**src/rtl/mem_arb_pkg.sv**
```systemverilog
// Shared types and constants for the icache/dcache memory arbiter.
package mem_arb_pkg;

  localparam int unsigned WORDS       = 8;
  localparam int unsigned BLOCK_OFF_W = 4;
  localparam int unsigned WORD_IDX_W  = $clog2(WORDS);

  typedef enum logic [1:0] {
    IDLE  = 2'd0,
    FILL  = 2'd1,
    WRITE = 2'd2
  } state_e;

  typedef enum logic {
    ICACHE = 1'b0,
    DCACHE = 1'b1
  } owner_e;

endpackage

```
**src/rtl/beat_counter.sv**
```systemverilog
// Small up-counter with synchronous clear and a terminal-count flag; used to
// count issued and returned words of a block fill.
module beat_counter #(
  parameter int unsigned W = 3
) (
  input  logic         clk,
  input  logic         rst,
  input  logic         clr_i,
  input  logic         inc_i,
  output logic [W-1:0] cnt_o,
  output logic         tc_o
);

  logic [W-1:0] cnt_q;

  always_ff @(posedge clk) begin
    if (rst || clr_i) begin
      cnt_q <= '0;
    end else if (inc_i) begin
      cnt_q <= cnt_q + W'(1);
    end
  end

  assign cnt_o = cnt_q;
  assign tc_o  = (cnt_q == '1);

endmodule

```
**src/rtl/mem_arbiter.sv**
```systemverilog
// Shares one memory4c between the icache and dcache miss FSMs: block fills become
// eight pipelined word reads, dcache writes pass through as single-word writes.
module mem_arbiter
  import mem_arb_pkg::*;
#(
  parameter int unsigned ADDR_W = 16,
  parameter int unsigned DATA_W = 16
) (
  input  logic                  clk,
  input  logic                  rst,
  input  logic                  i_req,
  input  logic [ADDR_W-1:0]     i_addr,
  output logic                  i_grant,
  output logic                  i_valid,
  output logic [DATA_W-1:0]     i_data,
  output logic [WORD_IDX_W-1:0] i_word,
  output logic                  i_done,
  input  logic                  d_req,
  input  logic                  d_wr,
  input  logic [ADDR_W-1:0]     d_addr,
  input  logic [DATA_W-1:0]     d_wdata,
  output logic                  d_grant,
  output logic                  d_valid,
  output logic [DATA_W-1:0]     d_data,
  output logic [WORD_IDX_W-1:0] d_word,
  output logic                  d_done,
  output logic                  mem_enable,
  output logic                  mem_wr,
  output logic [ADDR_W-1:0]     mem_addr,
  output logic [DATA_W-1:0]     mem_wdata,
  input  logic [DATA_W-1:0]     mem_rdata,
  input  logic                  mem_rvalid
);

  state_e              state_q, state_d;
  owner_e              owner_q, owner_d;
  owner_e              last_owner_q, last_owner_d;
  logic [ADDR_W-1:0]   addr_q, addr_d;
  logic [DATA_W-1:0]   wdata_q, wdata_d;
  logic                wr_sent_q, wr_sent_d;
  logic                issue_done_q, issue_done_d;
  logic                stray_q;

  logic                  cnt_clr;
  logic                  issue_inc;
  logic                  recv_inc;
  logic [WORD_IDX_W-1:0] issue_cnt;
  logic [WORD_IDX_W-1:0] recv_cnt;
  logic                  issue_tc;
  logic                  recv_tc;

  beat_counter #(.W(WORD_IDX_W)) u_issue_cnt (
    .clk   (clk),
    .rst   (rst),
    .clr_i (cnt_clr),
    .inc_i (issue_inc),
    .cnt_o (issue_cnt),
    .tc_o  (issue_tc)
  );

  beat_counter #(.W(WORD_IDX_W)) u_recv_cnt (
    .clk   (clk),
    .rst   (rst),
    .clr_i (cnt_clr),
    .inc_i (recv_inc),
    .cnt_o (recv_cnt),
    .tc_o  (recv_tc)
  );

  always_comb begin
    state_d      = state_q;
    owner_d      = owner_q;
    last_owner_d = last_owner_q;
    addr_d       = addr_q;
    wdata_d      = wdata_q;
    wr_sent_d    = wr_sent_q;
    issue_done_d = issue_done_q;
    cnt_clr      = 1'b0;
    issue_inc    = 1'b0;
    recv_inc     = 1'b0;
    i_grant      = 1'b0;
    i_valid      = 1'b0;
    i_data       = '0;
    i_word       = '0;
    i_done       = 1'b0;
    d_grant      = 1'b0;
    d_valid      = 1'b0;
    d_data       = '0;
    d_word       = '0;
    d_done       = 1'b0;
    mem_enable   = 1'b0;
    mem_wr       = 1'b0;
    mem_addr     = '0;
    mem_wdata    = '0;

    case (state_q)
      IDLE: begin
        // A lone requester wins; on contention the side that did not go last wins.
        if (d_req && (!i_req || last_owner_q == ICACHE)) begin
          d_grant      = 1'b1;
          owner_d      = DCACHE;
          addr_d       = d_addr;
          wdata_d      = d_wdata;
          state_d      = d_wr ? WRITE : FILL;
          cnt_clr      = 1'b1;
          wr_sent_d    = 1'b0;
          issue_done_d = 1'b0;
        end else if (i_req) begin
          i_grant      = 1'b1;
          owner_d      = ICACHE;
          addr_d       = i_addr;
          wdata_d      = '0;
          state_d      = FILL;
          cnt_clr      = 1'b1;
          wr_sent_d    = 1'b0;
          issue_done_d = 1'b0;
        end
      end

      FILL: begin
        if (!issue_done_q) begin
          mem_enable = 1'b1;
          mem_addr   = {addr_q[ADDR_W-1:BLOCK_OFF_W], {BLOCK_OFF_W{1'b0}}}
                     + ADDR_W'({issue_cnt, 1'b0});
          issue_inc  = 1'b1;
          if (issue_tc) begin
            issue_done_d = 1'b1;
          end
        end
        if (mem_rvalid) begin
          recv_inc = 1'b1;
          if (owner_q == ICACHE) begin
            i_valid = 1'b1;
            i_data  = mem_rdata;
            i_word  = recv_cnt;
            i_done  = recv_tc;
          end else begin
            d_valid = 1'b1;
            d_data  = mem_rdata;
            d_word  = recv_cnt;
            d_done  = recv_tc;
          end
          if (recv_tc) begin
            last_owner_d = owner_q;
            state_d      = IDLE;
          end
        end
      end

      WRITE: begin
        if (!wr_sent_q) begin
          mem_enable = 1'b1;
          mem_wr     = 1'b1;
          mem_addr   = addr_q;
          mem_wdata  = wdata_q;
          wr_sent_d  = 1'b1;
        end else begin
          d_done       = 1'b1;
          last_owner_d = DCACHE;
          state_d      = IDLE;
        end
      end

      default: state_d = IDLE;
    endcase

    // Outputs are combinational from state and requests, so hold them quiet during reset.
    if (rst) begin
      i_grant    = 1'b0;
      i_valid    = 1'b0;
      i_data     = '0;
      i_word     = '0;
      i_done     = 1'b0;
      d_grant    = 1'b0;
      d_valid    = 1'b0;
      d_data     = '0;
      d_word     = '0;
      d_done     = 1'b0;
      mem_enable = 1'b0;
      mem_wr     = 1'b0;
      mem_addr   = '0;
      mem_wdata  = '0;
    end
  end

  always_ff @(posedge clk) begin
    if (rst) begin
      state_q      <= IDLE;
      owner_q      <= ICACHE;
      // Pointer starts on the icache so the dcache wins the first contested round.
      last_owner_q <= ICACHE;
      addr_q       <= '0;
      wdata_q      <= '0;
      wr_sent_q    <= 1'b0;
      issue_done_q <= 1'b0;
      stray_q      <= 1'b0;
    end else begin
      state_q      <= state_d;
      owner_q      <= owner_d;
      last_owner_q <= last_owner_d;
      addr_q       <= addr_d;
      wdata_q      <= wdata_d;
      wr_sent_q    <= wr_sent_d;
      issue_done_q <= issue_done_d;
      stray_q      <= mem_rvalid && (state_q != FILL);
    end
  end

  // A response outside a fill is dropped; stray_q records it for simulation visibility.
  stray_rvalid_seen: cover property (@(posedge clk) disable iff (rst) stray_q);

endmodule

```
**config.mk**
```make
export PLATFORM = sky130hd
export DESIGN_NAME = mem_arbiter
export DESIGN_NICKNAME = d
export VERILOG_FILES = /design/src/rtl/mem_arb_pkg.sv /design/src/rtl/beat_counter.sv /design/src/rtl/mem_arbiter.sv
export SDC_FILE = /design/constraint.sdc
export NUM_CORES = 1
export LEC_CHECK = 0
export ABC_AREA = 1
export CAP_MARGIN = 20
export CORE_MARGIN = 1.5
export CORE_UTILIZATION = 43
export CTS_CLUSTER_SIZE = 8
export DETAILED_ROUTE_END_ITERATION = 12
export GPL_ROUTABILITY_DRIVEN = 0
export HOLD_SLACK_MARGIN = 0.1
export PLACE_DENSITY = 0.86
export SYNTH_ARGS = -nofsm -noshare
export SYNTH_HDL_FRONTEND = slang
export SYNTH_HIERARCHICAL = 1
export SYNTH_SLANG_ARGS = --single-unit
```
**constraint.sdc**
```tcl
create_clock -name clk -period 4.49 [get_ports clk]
set_input_delay 0.6735 -clock clk [delete_from_list [all_inputs] [get_ports clk]]
set_output_delay 0.6735 -clock clk [all_outputs]
set_load 0.02 [all_outputs]
```
==> qor.yml, run 1 <==
top_layer: "met4"
overflow: 0
drv_slew: 0
path_class: "input pin to output port"
power_density_nw_per_um2: 387.1
power_mw: 1.688
finalWirelength_um: 7561
power_leakage_nw: 1.838
die_w_um: 84.13
fp-row-count: 29
min_to: "wdata_q[6]"
hold_violations: 0
syn_avg_cell_area_um2: 6.447
status: "completed"
drive_gt1_share_pct: 11.59
numCtsBuffers: 5
hpwl_um: 5757
ctsResizeCount: 0
ios: 148
reg2regPathDepth: 7
cp-start-kind: "input pin"
post-route-period-util_pct: 80.07
fin_util_pct: 68.67
startpoint: "rst"
worstPathArrival_ns: 2.92
synth_xor_area_share_pct: 0
cts_root_buffer: "clkbuf_8"
max_freq_mhz: 278.2
core-area_um2: 6350
path_max_fanout: 15
hold_buffers: 0
drt_iter0_drc: 134
synth_fp_nets: 516
peakVddDrop_mv: 0.2847
grt_usage_pct: 21.51
cts_setup_buffers: 0
design_area_um2: 4360
rrSetupSlack_ns: 2.37
setup_violations: 0
die_h_um: 84.13
wl_per_cell_um: 11.54
rsz0062_at_grt: "false"
critPathRequiredTime_ns: 3.82
wl_met3_um: 666
route.met2.wl_um: 3756
cts_tree: "done"
port_buffers: 147
worstMarginPinSlew_ns: 0.8554
n_antenna_cell: 0
start_util_pct: 44.57
min_from: "wdata_q[6]"
r2r-start: "state_q[0]"
path_clk_slew_ns: 0.08
reg2reg_to: "u_issue_cnt/cnt_o[0]"
crit_path_end_kind: "output port"
syn_to_final_growth_pct: 54.07
drt_first_pass_iters: 4
die_area_um2: 7078
vias: 3142
ant_nets: 0
nNetsFinal: 654
cap_violations: 0
synth-compound-area-share_pct: 9.284
whs_path_depth: 2
antenna_found_initial: 0
netlist_area_um2: 2830
grt_max_degree: 34
viasPerCell: 4.797
clock_latency_ns: 0.30
finalCriticalPeriod_ns: 3.595
ys_ff_latch: 44
post_synth_num_cell_types: 29
relSlewSlack_pct: 42.76
hp-class: "flop to flop"
dpl_cell_area_um2: 4267
synth_top_family_by_area: "simple AND/OR/NAND/NOR gates"
clockBufferDepth: 2
synth_simple_gate_area_share_pct: 41.42
ys.warnings.count: 6
tns_ns: 0
synthMuxAreaShare_pct: 0
skew_ns: 0.007172
grt_pass1_wl_um: 12740
grt_pass1_vias: 2988
netlist_instances: 439
cts_max_level: 2
num-fill-cells: 513
drc: 0
met1_length_um: 2952
hold_ws_ns: 0.4720
clkSinkCount: 44
synth-seq-area-share_pct: 31.12
synth-adder-area-share_pct: 3.095
-- report_power, final --
part           leakage, nW  switching (mW)  internal, mW  total [mW]
clock network       0.0445           0.141         0.125       0.266
registers            0.362          0.0728         0.499       0.572
logic                 1.43           0.545         0.306       0.850
total                 1.84           0.758         0.930        1.69
-- state kept, by name, summed over array words and instances, names as in the netlist --
register,cells
wdata_q,16
last_owner_q,1
state_q,2
u_recv_cnt/cnt_o,3
issue_done_q,1
u_issue_cnt/cnt_o,3
addr_q,16
owner_q,1
wr_sent_q,1
-- synth_stat cells (all sizes together) --
cell type	number	area [um2]
nor2	124	578.1
nand2	105	419.2
inv	74	280.3
dfxtp	44	880.8
nand3	29	150.1
o21ai	21	176.4
buf	17	142.6
a21oi	12	71.32
ha	7	87.58
o211ai	2	15.01
clkbuf	1	3.750
nor3	1	10.01
nor4	1	6.260
or2	1	8.760
-- cells by family (layout without fill, tap and decap cells) --
kind of cell / count (synthesis) / count (layout)
simple gates: 261 / 261
buf+inv: 92 / 231
flops: 44 / 44
compound gates: 35 / 35
fa+ha+maj: 7 / 7
-- critical path, stage by stage --
cell and delay (ns):
clkdlybuf4s50_1 0.82, nor2_1 0.10, inv_1 0.22, a21oi_4 0.05
inv_2 0.40, nor2_1 0.08, clkdlybuf4s50_1 0.56
-- how the worst max path moves through the flow --
stage               cells after the start            to
floorplan                               6    d_data[10]
global placement                        7   mem_addr[4]
detailed placement                      7  mem_addr[15]
CTS                                     7  mem_addr[15]
global route                            7   mem_addr[4]
finish                                  7  mem_addr[15]
-- final cells by class --
| class | count | area [um2] | area share, % |
|---|---|---|---|
| Timing Repair Buffer | 149 | 1486 | 34.09 |
| Sequential cell | 44 | 880.8 | 20.20 |
| Inverter | 74 | 280.3 | 6.428 |
| Tap cell | 77 | 96.34 | 2.209 |
| Clock inverter | 1 | 7.507 | 0.1722 |
| Clock buffer | 7 | 86.33 | 1.980 |
| Multi-Input combinational cell | 303 | 1523 | 34.92 |
-- metrics by stage --
| step | worst slack (ns) | cells |
|---|---|---|
| after detailed placement | 0.8867 | 647 |
| after CTS | 0.8816 | 655 |
| after global placement | 0.9454 | 647 |
| after floorplan | 2.030 | 439 |
| after global routing | 0.7393 | 655 |
| final | 0.8949 | 655 |
-- layer usage --
| metal | track usage (%) | vias to the layer above |
|---|---|---|
| met5 | 0 | - |
| met3 | 5.310 | 17 |
| met2 | 38.98 | 138 |
| li1 | - | 1583 |
| met1 | 24.22 | 1404 |
| met4 | 8.197 | 0 |
-- layout by cell type, fill, tap and decap left out, types with 2 or more instances in the layout --
cell and n:
a21oi_1 11, buf_4 2, clkbuf_8 6, clkdlybuf4s50_1 147, dfxtp_1 44, ha_1 7, inv_1 64, inv_2 9
nand2_1 101, nand2_4 3, nand3_1 28, nor2_1 101, nor2_2 12, nor2_4 11, o211ai_1 2, o21ai_1 3
o21ai_2 16
(Power assumes the default switching activity.)
==> run 2, diff against run 1 <==
--- a/config.mk
+++ b/config.mk
@@ -8,12 +8,12 @@
 export ABC_AREA = 1
 export CAP_MARGIN = 20
 export CORE_MARGIN = 1.5
-export CORE_UTILIZATION = 43
+export CORE_UTILIZATION = 40
 export CTS_CLUSTER_SIZE = 8
 export DETAILED_ROUTE_END_ITERATION = 12
 export GPL_ROUTABILITY_DRIVEN = 0
 export HOLD_SLACK_MARGIN = 0.1
-export PLACE_DENSITY = 0.86
+export PLACE_DENSITY = 0.81
 export SYNTH_ARGS = -nofsm -noshare
 export SYNTH_HDL_FRONTEND = slang
 export SYNTH_HIERARCHICAL = 1
==> constraint.sdc (replaced) <==
create_clock -name clk -period 3.4 [get_ports clk]
set_input_delay 0.51 -clock clk [delete_from_list [all_inputs] [get_ports clk]]
set_output_delay 0.51 -clock clk [all_outputs]
set_load 0.02 [all_outputs]
==> qor.yml, run 2 (synthesized netlist as in run 1, its figures left out) <==
slowest_delay_ns: 0.70
crit_path_end_kind: "output port"
viasPerCell: 4.540
drive_gt1_share_pct: 12.07
post-route-period-util_pct: 91.39
clock_latency_ns: 0.30
overflow: 0
cap_violations: 0
finalCriticalPeriod_ns: 3.107
hpwl_um: 6042
cts_setup_buffers: 0
vias: 3069
num-fill-cells: 607
final_common_cell: "clkdlybuf4s50_1"
power_leakage_nw: 1.846
port_buffers: 147
path_class: "input pin to output port"
nNetsFinal: 656
numCtsBuffers: 5
antenna_found_initial: 0
setup_ws_ns: 0.2929
hp-class: "flop to flop"
grt_usage_pct: 21.03
clkSinkCount: 44
skew_ns: 0.01221
path_max_fanout: 12
preCtsSetupSlack_ns: 0.2969
cts_max_level: 2
cp-start-kind: "input pin"
tns_ns: 0
ios: 148
drc: 0
top_regs: "addr_q x16, wdata_q x16"
syn_to_final_growth_pct: 55.57
rsz0062_at_grt: "false"
grt_max_degree: 33
wl_per_cell_um: 11.57
drt_first_pass_iters: 4
hold_violations: 0
hold_buffers: 0
finalWirelength_um: 7821
worstPathArrival_ns: 2.60
fp-row-count: 30
max_freq_mhz: 321.8
cp_cell_sequence: "clkdlybuf4s50_1, nor2_1, inv_1, a21oi_4, inv_2, nor2_1, clkdlybuf4s50_1"
die_area_um2: 7589
slowest_stage: "clkdlybuf4s50_1"
ctsResizeCount: 0
cts_root_buffer: "clkbuf_8"
grt_pass1_vias: 2884
grt_pass1_wl_um: 12760
drt_iter0_drc: 140
start_util_pct: 41.43
core-area_um2: 6832
power_density_nw_per_um2: 511.2
drv_slew: 0
place_inst: 668
critPathRequiredTime_ns: 2.89
clockBufferDepth: 2
peakVddDrop_mv: 0.3000
n_antenna_cell: 0
ant_nets: 0
relSlewSlack_pct: 62.28
die_h_um: 87.12
final_cell_mix: "clkdlybuf4s50_1, nand2_1, nor2_1"
worstMarginPinSlew_ns: 0.5649
die_w_um: 87.12
path_clk_slew_ns: 0.09
cts_tree: "done"
final_cells: 676
status: "completed"
setup_violations: 0
run 2: cell types whose count changed in the layout (fill, tap and decap cells not counted):
| cell | change |
|---|---|
| buf_4 | +2 |
| clkinvlp_4 | +1 |
| clkbuf_1 | -1 |
run 2: worst paths after layout:
path | start | end | slack (ns) | depth (start not counted)
worst max-delay path | rst | mem_addr[15] | 0.29 | 7
worst min-delay path | wdata_q[10] | wdata_q[10] | 0.47 | 2
worst max register to register | state_q[1] | u_issue_cnt/cnt_o[2] | 1.70 | 7
worst min register to register | wdata_q[10] | wdata_q[10] | 0.47 | 2
run 2: cell type report:
type / instances / area [um2] / area share [%]
flip-flops and latches: 44 / 880.8 / 20.01
well taps: 96 / 120.1 / 2.728
repair buffers: 151 / 1501 / 34.10
inverters: 74 / 280.3 / 6.365
multi-input cells: 303 / 1523 / 34.58
clock inverters: 2 / 15.01 / 0.3410
clock buffers: 6 / 82.58 / 1.876
run 2: metal layers:
metal	track usage, %	wire length [um]	part of all wire, %
met1	24.35	3238	41
met2	38.90	3878	50
met3	5.118	640	8.2
met4	4.762	65	0.83
met5	0	0	0
run 2: worst max-delay path, delay by kind of cell:
family / cells / cell delay (ns)
buf+inv: 4 / 1.85
simple gates: 2 / 0.18
compound gates: 1 / 0.05
run 2: where the power goes:
group          internal (mW)  switching (mW)  leakage, nW
sequential             0.659           0.102        0.362
combinational          0.412           0.727         1.44
clock                  0.165           0.185       0.0434
total                   1.24            1.01         1.85
run 2: metrics by stage:
step	power [mW]	cell area (um2)	hold slack, ns	util (%)
global route	2.431	4403	0.4956	64.45
global placement	1.872	4305	0.4567	63.02
finish	2.251	4403	0.4731	64.45
CTS	2.255	4403	0.4760	64.45
detailed placement	1.906	4305	0.4617	63.02
floorplan	1.637	2830	0.4435	-
==> run 3, diff against run 2 <==
--- a/config.mk
+++ b/config.mk
@@ -7,13 +7,16 @@
 export LEC_CHECK = 0
 export ABC_AREA = 1
 export CAP_MARGIN = 20
+export CELL_PAD_IN_SITES_DETAIL_PLACEMENT = 0
+export CELL_PAD_IN_SITES_GLOBAL_PLACEMENT = 1
 export CORE_MARGIN = 1.5
-export CORE_UTILIZATION = 40
+export CORE_UTILIZATION = 26
 export CTS_CLUSTER_SIZE = 8
 export DETAILED_ROUTE_END_ITERATION = 12
 export GPL_ROUTABILITY_DRIVEN = 0
 export HOLD_SLACK_MARGIN = 0.1
-export PLACE_DENSITY = 0.81
+export PLACE_DENSITY_LB_ADDON = 0.1
+export REMOVE_ABC_BUFFERS = 1
 export SYNTH_ARGS = -nofsm -noshare
 export SYNTH_HDL_FRONTEND = slang
 export SYNTH_HIERARCHICAL = 1
==> qor.yml, run 3 (synthesized netlist as in run 1, its figures left out) <==
hold_buffers: 0
power_mw: 2.306
final_common_cell: "clkdlybuf4s50_1"
finalCriticalPeriod_ns: 2.945
viasPerCell: 4.092
clockBufferDepth: 2
skew_ns: 0.003638
max_freq_mhz: 339.6
relSlewSlack_pct: 63.91
power_density_nw_per_um2: 514.2
crit_path_end_kind: "output port"
path_max_fanout: 18
drt_first_pass_iters: 4
port_buffers: 147
cts_root_buffer: "clkbuf_8"
grt_usage_pct: 14.86
cap_violations: 0
antenna_found_initial: 0
core-area_um2: 10460
tns_ns: 0
grt_pass1_vias: 2702
worstMarginPinSlew_ns: 0.5405
worstPathArrival_ns: 2.43
overflow: 0
power_leakage_nw: 1.867
drive_gt1_share_pct: 12.37
grt_max_degree: 33
drv_slew: 0
drc: 0
start_util_pct: 27.05
rsz0062_at_grt: "false"
place_inst: 710
top_regs: "addr_q x16, wdata_q x16"
critPathRequiredTime_ns: 2.89
ctsResizeCount: 0
cp-start-kind: "input pin"
n_antenna_cell: 0
grt_pass1_wl_um: 13620
hpwl_um: 6322
path_class: "input pin to output port"
ant_nets: 0
path_clk_slew_ns: 0.09
cts_setup_buffers: 0
finalWirelength_um: 8491
die_w_um: 107.3
clkSinkCount: 44
nNetsFinal: 658
numCtsBuffers: 5
fp-row-count: 37
final_cells: 718
vias: 2938
post-route-period-util_pct: 86.60
wl_per_cell_um: 11.83
hp-class: "flop to flop"
clock_latency_ns: 0.30
drt_iter0_drc: 115
cts_max_level: 2
die_area_um2: 11520
hold_violations: 0
cts_tree: "done"
syn_to_final_growth_pct: 58.49
num-fill-cells: 1153
peakVddDrop_mv: 0.2833
status: "completed"
setup_violations: 0
ios: 148
final_cell_mix: "clkdlybuf4s50_1, nand2_1, nor2_1"
die_h_um: 107.3
## run 3: cell count changes in the layout (fill, tap and decap cells not counted), sizes merged
cell,before,now
bufinv,0,1
buf,4,6
clkinvlp,2,1
clkbuf,6,5
inv,74,75
## run 3: area by class of cell
cell class	instances	area, um2	share of cell area [%]
clock inverters	3	46.29	1.032
multi-input cells	303	1523	33.95
well taps	136	170.2	3.794
inverters	74	280.3	6.248
flip-flops and latches	44	880.8	19.64
clock buffers	5	68.82	1.534
repair buffers	153	1516	33.81
## run 3: critical path, stage by stage
cell	delay, ns
clkdlybuf4s50_1	0.54
nand2_4	0.27
nand2_4	0.09
nor2_4	0.17
nand2_4	0.08
inv_4	0.14
clkdlybuf4s50_1	0.62
## run 3: final timing paths
kind	endpoint	slack [ns]	depth (start not counted)	start
setup / recovery	d_grant	0.46	7	i_req
hold / removal	wdata_q[10]	0.47	2	wdata_q[10]
setup reg to reg	u_issue_cnt/cnt_o[1]	1.73	7	state_q[1]
hold reg to reg	wdata_q[10]	0.47	2	wdata_q[10]
## run 3: power breakdown
part           internal (mW)  total (mW)  switching, mW  leakage (nW)
combinational          0.414        1.13          0.719          1.45
sequential             0.659       0.754         0.0948         0.362
clock                  0.222       0.420          0.198        0.0548
## run 3: stage by stage
stage	utilization (%)	hold WS [ns]	setup WS, ns	instance area (um2)
2_1_floorplan	-	0.4393	0.9655	2684
3_3_place_gp	41.77	0.4557	0.4828	4370
3_5_place_dp	41.77	0.4596	0.4531	4370
4_1_cts	42.87	0.4751	0.4409	4486
5_1_grt	42.87	0.4955	0.2360	4486
6_report	42.87	0.4720	0.4555	4486
## run 3: layer usage
layer | vias to the layer above | track usage [%] | wire (um)
li1 | 1588 | - | -
met1 | 1255 | 20.47 | 4082
met2 | 90 | 23.29 | 3761
met3 | 5 | 3.390 | 555
met4 | 0 | 3.947 | 91
met5 | - | 0 | 0
